## config.mk

```make
export PLATFORM = sky130hd
export DESIGN_NAME = multicycle_control
export DESIGN_NICKNAME = d
export VERILOG_FILES = /design/src/rtl/multicycle_control.sv
export SDC_FILE = /design/constraint.sdc
export NUM_CORES = 1
export LEC_CHECK = 0
export BUFFER_PORTS_ARGS = -buffer_cell sky130_fd_sc_hd__buf_2
export CAP_MARGIN = 20
export CORE_UTILIZATION = 38
export CTS_CLUSTER_SIZE = 14
export DETAILED_ROUTE_END_ITERATION = 10
export HOLD_SLACK_MARGIN = 0.02
export PLACE_DENSITY = 0.82
export SYNTH_ARGS = -nofsm -noshare
export SYNTH_HDL_FRONTEND = slang
export SYNTH_SLANG_ARGS = --single-unit
```

## constraint.sdc

```tcl
create_clock -name clk -period 1.3 [get_ports clk]
set_clock_uncertainty 0.05 [all_clocks]
set_input_delay 0.13 -clock clk [delete_from_list [all_inputs] [get_ports clk]]
set_output_delay 0.13 -clock clk [all_outputs]
set_load 0.01 [all_outputs]
```

## src/rtl/multicycle_control.sv

```systemverilog
// multicycle_control: multi-cycle instruction sequencer driving datapath control lines with a memory wait-state handshake
module multicycle_control #(
  parameter logic [5:0] OP_RTYPE = 6'd0,
  parameter logic [5:0] OP_LW = 6'd35,
  parameter logic [5:0] OP_SW = 6'd43,
  parameter logic [5:0] OP_BEQ = 6'd4,
  parameter logic [5:0] OP_J = 6'd2,
  parameter logic [5:0] OP_ADDI = 6'd8,
  parameter int ALUOP_W = 3,
  parameter logic [ALUOP_W-1:0] ALUOP_ADD = ALUOP_W'(0),
  parameter logic [ALUOP_W-1:0] ALUOP_SUB = ALUOP_W'(1),
  parameter logic [ALUOP_W-1:0] ALUOP_FUNCT = ALUOP_W'(2)
) (
  input  logic clk,
  input  logic rst_n,
  input  logic [5:0] op,
  input  logic mem_ready,
  output logic pc_write,
  output logic pc_write_cond,
  output logic [1:0] pc_source,
  output logic i_or_d,
  output logic mem_read,
  output logic mem_write,
  output logic ir_write,
  output logic mem_to_reg,
  output logic reg_dst,
  output logic reg_write,
  output logic alu_src_a,
  output logic [1:0] alu_src_b,
  output logic [ALUOP_W-1:0] alu_op,
  output logic instr_done,
  output logic illegal_op,
  output logic [3:0] state
);
  typedef enum logic [3:0] {
    RST = 4'd0, FETCH = 4'd1, DECODE = 4'd2, MEM_ADDR = 4'd3, MEM_RD = 4'd4,
    MEM_WB = 4'd5, MEM_WR = 4'd6, EXEC_R = 4'd7, R_WB = 4'd8, BRANCH = 4'd9,
    JUMP = 4'd10, EXEC_I = 4'd11, I_WB = 4'd12, TRAP = 4'd13
  } state_t;
  state_t r_state;
  assign state = r_state;
  // sequencer: one state per clock, memory states hold until mem_ready, TRAP is terminal
  always_ff @(posedge clk or negedge rst_n) begin
    if (!rst_n) r_state <= RST;
    else begin
      case (r_state)
        RST: r_state <= FETCH;
        FETCH: r_state <= mem_ready ? DECODE : FETCH;
        DECODE: r_state <= (op == OP_LW || op == OP_SW) ? MEM_ADDR :
                           op == OP_RTYPE ? EXEC_R :
                           op == OP_BEQ ? BRANCH :
                           op == OP_J ? JUMP :
                           op == OP_ADDI ? EXEC_I : TRAP;
        MEM_ADDR: r_state <= op == OP_LW ? MEM_RD : op == OP_SW ? MEM_WR : TRAP;
        MEM_RD: r_state <= mem_ready ? MEM_WB : MEM_RD;
        MEM_WR: r_state <= mem_ready ? FETCH : MEM_WR;
        EXEC_R: r_state <= R_WB;
        EXEC_I: r_state <= I_WB;
        MEM_WB, R_WB, BRANCH, JUMP, I_WB: r_state <= FETCH;
        TRAP: r_state <= TRAP;
        default: r_state <= RST;
      endcase
    end
  end
  // control decode from state; only FETCH and MEM_WR look at mem_ready
  always_comb begin
    pc_write = 1'b0;
    pc_write_cond = 1'b0;
    pc_source = 2'b00;
    i_or_d = 1'b0;
    mem_read = 1'b0;
    mem_write = 1'b0;
    ir_write = 1'b0;
    mem_to_reg = 1'b0;
    reg_dst = 1'b0;
    reg_write = 1'b0;
    alu_src_a = 1'b0;
    alu_src_b = 2'b00;
    alu_op = ALUOP_ADD;
    instr_done = 1'b0;
    illegal_op = 1'b0;
    case (r_state)
      FETCH: begin
        mem_read = 1'b1;
        alu_src_b = 2'b01;
        ir_write = mem_ready;
        pc_write = mem_ready;
      end
      DECODE: alu_src_b = 2'b11;
      MEM_ADDR: begin
        alu_src_a = 1'b1;
        alu_src_b = 2'b10;
      end
      MEM_RD: begin
        mem_read = 1'b1;
        i_or_d = 1'b1;
      end
      MEM_WB: begin
        reg_write = 1'b1;
        mem_to_reg = 1'b1;
        instr_done = 1'b1;
      end
      MEM_WR: begin
        mem_write = 1'b1;
        i_or_d = 1'b1;
        instr_done = mem_ready;
      end
      EXEC_R: begin
        alu_src_a = 1'b1;
        alu_op = ALUOP_FUNCT;
      end
      R_WB: begin
        reg_write = 1'b1;
        reg_dst = 1'b1;
        instr_done = 1'b1;
      end
      BRANCH: begin
        alu_src_a = 1'b1;
        alu_op = ALUOP_SUB;
        pc_write_cond = 1'b1;
        pc_source = 2'b01;
        instr_done = 1'b1;
      end
      JUMP: begin
        pc_write = 1'b1;
        pc_source = 2'b10;
        instr_done = 1'b1;
      end
      EXEC_I: begin
        alu_src_a = 1'b1;
        alu_src_b = 2'b10;
      end
      I_WB: begin
        reg_write = 1'b1;
        instr_done = 1'b1;
      end
      TRAP: illegal_op = 1'b1;
      default: ;
    endcase
  end
endmodule

```

## Word level (Yosys, flattened, before mapping)

Cells that the tools add are included.
Widths: inputs -> output; s select.

| word-level totals | value |
|---|---|
| register bits after elaboration | 4 |
| input bits | 9 |
| output and inout port bits | 23 |
| logic and storage cells | 55 |

| operators by class | value |
|---|---|
| equality and inequality tests | 18 |
| mux-type cells | 26 |
| reduce and logical (&&, ||, !) cells | 10 |

Operators with widths:

| kind | number |
|---|---|
| $pmux 4 s9 | 1 |
| $eq 4x4->1 const B | 6 |
| $eq 4x3->1 const B | 4 |
| $mux 4 | 4 |
| $eq 6x6->1 const B | 2 |
| $mux 3 | 4 |
| $mux 1 | 11 |
| $eq 4x2->1 const B | 2 |
| $pmux 2 s2 | 2 |
| $eq 6x2->1 const B | 1 |
| $eq 6x3->1 const B | 1 |
| $eq 6x4->1 const B | 1 |
| $logic_not 6->1 | 1 |
| $pmux 2 s3 | 1 |
| $reduce_or 2->1 | 3 |
| $reduce_or 6->1 | 1 |
| $reduce_or 5->1 | 1 |
| $eq 4x1->1 const B | 1 |
| $logic_not 4->1 | 1 |
| $pmux 1 s2 | 2 |
| $reduce_or 4->1 | 1 |
| $reduce_or 3->1 | 1 |
| $mux 2 | 1 |
| $logic_or 1x1->1 | 1 |

## Logic depth before layout (Yosys ltp)

Gate-level depths: netlist of run 1.

| logic depth | value |
|---|---|
| depth after elaboration | 7 |
| mapped depth | 5 |
| depth with buffers taken out | 4 |

## Worst setup path before layout of run 1

OpenSTA, ideal clock, no wires.

| timing path | value |
|---|---|
| kind | flip-flop to flip-flop |
| start | register r_state[0], in the netlist state[0] |
| end | register r_state[0], in the netlist state[0] |
| library setup time | 126 ps |
| arrival time | 1205 ps |
| data required time | 1124 ps |
| setup slack | -81 ps |
| stages on the path, launching flop included | 5 |
| path buffers | 1 |
| clock period less this slack | 1381 ps |
| cells stage by stage | dfrtp_1 buf_2 nor2b_1 and3_1 a311o_1 |

| between the ends | value |
|---|---|
| cells in the longest elaborated chain, start to end | 3 |
| elaborated cells between the ends (all ways) | 16 |
| classes of those cells | 13 x eq/ne; 1 x mux; 2 x reduce/logical |

RTL lines:

| element | line | RTL |
|---|---|---|
| from (decl) | 40 | `state_t r_state;` |
| from (signal assigned) | 48 | `FETCH: r_state <= mem_ready ? DECODE : FETCH;` |
| from (signal assigned) | 49 | `DECODE: r_state <= (op == OP_LW \|\| op == OP_SW) ? MEM_ADDR :` |
| from (signal assigned) | 54 | `MEM_ADDR: r_state <= op == OP_LW ? MEM_RD : op == OP_SW ? MEM_WR : TRAP;` |
| $eq 4x4->1 (tied with other cells) | 46 | `case (r_state)` |
| $reduce_or 6->1 (no source line) | -- |  |
| $pmux 4 s9 * | 46 |  |

Every way passes the cells marked *; elsewhere a longest branch is shown, timed or not.

## Final worst setup path of run 1

Same ends and word-level chain as after synthesis.

==> results.yml, run 1 <==
critical_path:
  crit_chain: "buf_4 -> o31ai_1 -> a222oi_1 -> a311o_1"
  cp.arrival_ns: 1.75
  worst_r2r_path_depth: 4
  cp_slowest_cell: "dfrtp_2"
  r2r-start: "state[0]"
  cp-start-kind: "register"
  cpLargestDelayFamily: "compound AO/OA/AOI/OAI gates"
  critPathMaxStageDelay_ns: 0.45
  reg2reg_to: "state[0]"
  crit_buf_inv: 1
  worst_ep_required_time_ns: 1.37
  r2r_slack_ns: -0.38
  criticalPathCategory: "register to register"
  worstSetupEndpointType: "register"
  cp_max_fo: 5
finish:
  fin_cells: 151
  syn_to_final_growth_pct: 124
  layout.nets: 147
  finalCoreUtilization_pct: 94.8
  antenna_cells: 0
  fillers: 39
  largest_reg_flops: 4
  drive_gt1_share_pct: 76.5
clock_tree:
  cts_tree: "done"
  numCtsBuffers: 3
  path_clk_slew_ns: 0.04
  cts.sinks: 4
  clockRootBuffer: "clkbuf_4"
  cts_max_level: 1
  clock_path_buffers: 2
  insertion_delay_ns: 0.25
route:
  postRouteAntennaNets: 0
  first_pass_iters: 5
  via_count: 989
  drc: 0
  drt_iter0_drc: 37
  routed_via_density: 6.55
  routedWlPerCell_um: 22.7
  wl_met1_um: 1300
  top_layer: "met4"
  routed-wl-met2_um: 1500
  wl_met3_um: 333
  wl_um: 3420
placed_design:
  io_buffers: 30
  dp_cells: 134
  dp_hpwl_um: 1310
  gp_congestion: 0.900
flow_run:
  drv_cap: 0
floorplan:
  num_io_pins: 32
  die_h_um: 40.8
  core_mm2: 0.00135
  initial_utilization_pct: 42.3
  rows: 13
  fp.dieArea_mm2: 0.00166
  die_x_um: 40.8
power:
  peakVddDrop_v: 0.00199
  total_power_mw: 3.21
  powerDensity_mw_per_mm2: 2510
  total_leakage_power_nw: 0.586
global_routing:
  overflow: 0
  antenna_found_initial: 0
  grt_pass1_wl_um: 3620
  grt_start_max_net_pins: 13
  grt_usage_pct: 34.7
  grt_pass1_vias: 813
synth:
  async_flop_share_pct: 100
  ys_types: 37
  syn_nets: 87
  yosysSeqAreaShare_pct: 17.5
  syn_area_per_cell_um2: 7.31
  syn_inst: 78
  synth_warnings: 0
  ys_ff_latch: 4
  synth_edf_count: 0
  synthFlopType: "dfrtp_1"
  syn_area_um2: 571
timing:
  setup_ws_ns: -0.377
  finalCritPeriodShare_pct: 129
  final_max_slew_viol_count: 0
  rsz0062_at_grt: "yes"
  hold_viol_final: 0
  fin_crit_ns: 1.68
  finalSetupViolations: 24
  clock.fmax_mhz: 596
status:
  violations: "setup timing"
  outcome: "complete, but fails checks"
hold_path:
  hold_path.class: "input port to asynchronous set/reset pin"
[power by group]
part	leakage [nW]	total (mW)	internal, mW	switching (mW)
sequential	0.0446	0.300	0.190	0.110
combinational	0.527	2.74	1.37	1.36
clock	0.0138	0.174	0.105	0.0695
[metrics by stage]
stage	hold WS, ns	area (um^2)	setup TNS, ns	setup slack [ns]
after floorplan	-0.216	602	-0.0630	-0.0546
after global placement	-0.112	860	-0.117	-0.0706
after detailed placement	-0.105	860	-0.266	-0.0808
after CTS	0.178	1080	-2.99	-0.190
after global routing	0.197	1280	-5.72	-0.455
final	0.179	1280	-5.26	-0.377
[cells in the mapped netlist (2+ instances only)]
| library cell | count | area [um^2] |
|---|---|---|
| nor2_1 | 8 | 30.0 |
| nand2b_1 | 6 | 37.5 |
| buf_2 | 5 | 25.0 |
| a21oi_1 | 4 | 20.0 |
| and3_1 | 4 | 25.0 |
| dfrtp_1 | 4 | 100 |
| o21ai_0 | 4 | 20.0 |
| buf_4 | 3 | 22.5 |
| nor2b_1 | 3 | 18.8 |
| o21ai_1 | 3 | 15.0 |
| a21boi_1 | 2 | 15.0 |
| a21o_1 | 2 | 15.0 |
| inv_1 | 2 | 7.51 |
| nand2_1 | 2 | 7.51 |
| nor3_1 | 2 | 10.0 |
| o31ai_1 | 2 | 15.0 |
| xor2_1 | 2 | 17.5 |
[layout make-up]
| cell class | instances | area, um^2 | area share [%] |
|---|---|---|---|
| multi-input combinational | 63 | 588 | 45.9 |
| timing repair buffer | 64 | 538 | 42.0 |
| sequential | 4 | 105 | 8.21 |
| clock buffer | 3 | 22.5 | 1.76 |
| tap | 15 | 18.8 | 1.47 |
| inverter | 2 | 7.51 | 0.587 |
[layer usage]
layer / vias to the layer above / global-route usage [%]
li1: 401 / -
met4: 0 / 33.3
met3: 26 / 4.35
met2: 99 / 62.7
met1: 463 / 33.2
met5: - / 0
[cell usage in the layout, fill, tap and decap left out, types with 2 or more instances in the layout]
cell type,instances
a21boi_2,2
and3_4,4
a21o_1,2
buf_4,15
nand2b_4,4
nor2_1,3
dfrtp_2,4
clkbuf_4,3
buf_2,20
nor2b_4,3
nor2_4,5
o21ai_2,2
a21oi_1,2
nand2b_1,2
buf_6,28
xor2_1,2
o21ai_1,3
a21oi_2,3
o21ai_0,2
or2_4,2
[repair_timing]
item / 4_1_cts / 5_1_grt
setup buffers: 7 / 7
pin swaps: 8 / 15
hold endpoints to repair: 4 / 0
resized for setup: 35 / 36
setup endpoints to repair: 21 / 23
hold buffers: 1 / 0
[worst max-delay path by stage]
stage | from | cells after the start | to | slack (ns)
3_3_place_gp | state[3] | 4 | state[0] | -0.07
2_1_floorplan | state[1] | 5 | state[0] | -0.05
5_1_grt | state[0] | 4 | state[0] | -0.45
6_report | state[0] | 4 | state[0] | -0.38
3_5_place_dp | state[3] | 4 | state[0] | -0.08
4_1_cts | state[2] | 5 | alu_src_a | -0.19
[kinds of logic (layout without fill, tap and decap cells)]
logic type / Yosys count / count (layout) / share of synthesized area [%]
xor gates and xnor gates: 3 / 3 / 4.61
and+or+nand+nor: 31 / 31 / 30.9
other: 1 / 1 / 0.657
AOI/OAI and AO/OA: 28 / 28 / 35.3
buffers and inverters: 11 / 69 / 11.0
DFF: 4 / 4 / 17.5
Note: power is estimated with default switching activity, not from simulation.
==> run 2, diff against run 1 <==
Settings changed: CORE_UTILIZATION 38 to 25, PLACE_DENSITY 0.82 to 0.61.
==> results.yml, run 2 (same netlist as run 1, synthesis figures left out) <==
status:
  outcome: "complete, but fails checks"
  violations: "setup timing"
route:
  routed_via_density: 5.15
  drc: 0
  first_pass_iters: 4
  postRouteAntennaNets: 0
  via_count: 849
  routedWlPerCell_um: 13.8
  drt_iter0_drc: 22
  wl_um: 2280
clock_tree:
  cts_tree: "done"
  numCtsBuffers: 3
  clock_path_buffers: 2
  clockRootBuffer: "clkbuf_4"
  path_clk_slew_ns: 0.04
  insertion_delay_ns: 0.24
  cts_max_level: 1
  cts.sinks: 4
critical_path:
  criticalPathCategory: "register to output port"
  reg2reg_to: "state[0]"
  r2r-start: "state[1]"
  worst_ep_required_time_ns: 1.12
  r2r_slack_ns: -0.24
  worstSetupEndpointType: "output port"
  cp-start-kind: "register"
  worst_r2r_path_depth: 6
  cp.arrival_ns: 1.37
  cp_max_fo: 4
finish:
  layout_commonest_cell: "buf_4"
  multi_input_area_um2: 564
  syn_to_final_growth_pct: 119
  antenna_cells: 0
  fin_area_mm2: 0.00125
  ff_latch_area_um2: 103
  drive_gt1_share_pct: 72.5
  final_cell_mix: "buf_4, buf_2, buf_6"
  largest_reg_flops: 4
  layout.nets: 149
  fillers: 187
timing:
  hold_ws_ns: 0.176
  finalSetupViolations: 21
  hold_viol_final: 0
  clock.fmax_mhz: 645
  finalCritPeriodShare_pct: 119
  final_max_slew_viol_count: 0
  setup_ws_ns: -0.251
  tns_ns: -3.10
  rsz0062_at_grt: "yes"
  fin_crit_ns: 1.55
floorplan:
  fp.dieArea_mm2: 0.00248
  num_io_pins: 32
  rows: 16
  die_h_um: 49.8
  die_x_um: 49.8
  core_mm2: 0.00206
  initial_utilization_pct: 27.7
power:
  p_switching_mw: 1.24
  peakVddDrop_v: 0.00128
  powerDensity_mw_per_mm2: 2270
  pwr-share-seq_pct: 9.1
  p_comb_share_pct: 85.3
  total_leakage_power_nw: 0.590
  p_sw_share_pct: 43.6
  power.internal_mw: 1.60
  clkPwrFrac_pct: 5.5
global_routing:
  antenna_found_initial: 0
  overflow: 0
  grt_pass1_vias: 819
  grt_pass1_wl_um: 3830
  grt_usage_pct: 20.0
  grt_start_max_net_pins: 11
placed_design:
  dpl_cell_area_um2: 897
  dp_hpwl_um: 1430
  io_buffers: 30
  gp_congestion: 0.775
flow_run:
  drv_cap: 0
hold_path:
  hold_path.class: "input port to asynchronous set/reset pin"
==> run 2: changes by cell type in the layout (fill, tap and decap cells not counted), sizes merged <==
cell / delta
buf: +2
==> run 2: layout make-up <==
| type | count | area share, % |
|---|---|---|
| well taps | 27 | 2.71 |
| multi-input cells | 63 | 45.2 |
| clock buffers | 3 | 1.80 |
| repair buffers | 66 | 41.5 |
| flip-flops and latches | 4 | 8.22 |
| inverters | 2 | 0.601 |
==> run 2: per-stage QoR <==
stage	utilization [%]	power, mW	std cells	setup slack [ns]
5_1_grt	60.6	3.04	165	-0.291
3_5_place_dp	43.5	1.90	149	-0.0687
2_1_floorplan	-	1.23	78	-0.0546
3_3_place_gp	43.5	1.88	149	-0.0458
4_1_cts	57.9	2.67	163	-0.204
6_report	60.6	2.83	165	-0.251
==> run 2: repair_timing <==
| item | in CTS | in global routing |
|---|---|---|
| pin swaps | 12 | 7 |
| buffers inserted | 10 | 3 |
| hold endpoints to repair | 4 | 0 |
| hold buffers | 1 | 0 |
| setup endpoints to repair | 21 | 23 |
| gates resized for setup | 42 | 9 |
==> run 2: how the worst max path moves through the flow <==
stage | endpoint | depth (start not counted) | start
2_1_floorplan | state[0] | 5 | state[1]
3_3_place_gp | state[1] | 4 | state[0]
3_5_place_dp | state[0] | 4 | state[2]
4_1_cts | alu_src_a | 5 | state[2]
5_1_grt | alu_src_a | 5 | state[2]
6_report | alu_src_a | 5 | state[2]
==> run 2: worst max-delay path, cell delays in order (launching register included) <==
cell	delay [ns]
dfrtp_1	0.42
buf_6	0.15
nand2b_4	0.16
buf_6	0.12
a21boi_1	0.14
buf_2	0.15
==> run 2: power by group through the flow <==
stage	combinational, mW	clock (mW)	sequential (mW)
2_1_floorplan	0.961	0	0.266
3_3_place_gp	1.63	0	0.248
3_5_place_dp	1.65	0	0.250
4_1_cts	2.25	0.166	0.253
5_1_grt	2.59	0.177	0.268
6_report	2.42	0.157	0.259
==> run 2: metal layers <==
metal	track usage (%)	share of wire [%]	vias up
met3	3.09	5.9	2
met4	9.05	0.61	0
met2	33.8	51	41
met1	24.6	43	401
li1	-	-	405
met5	0	0	-
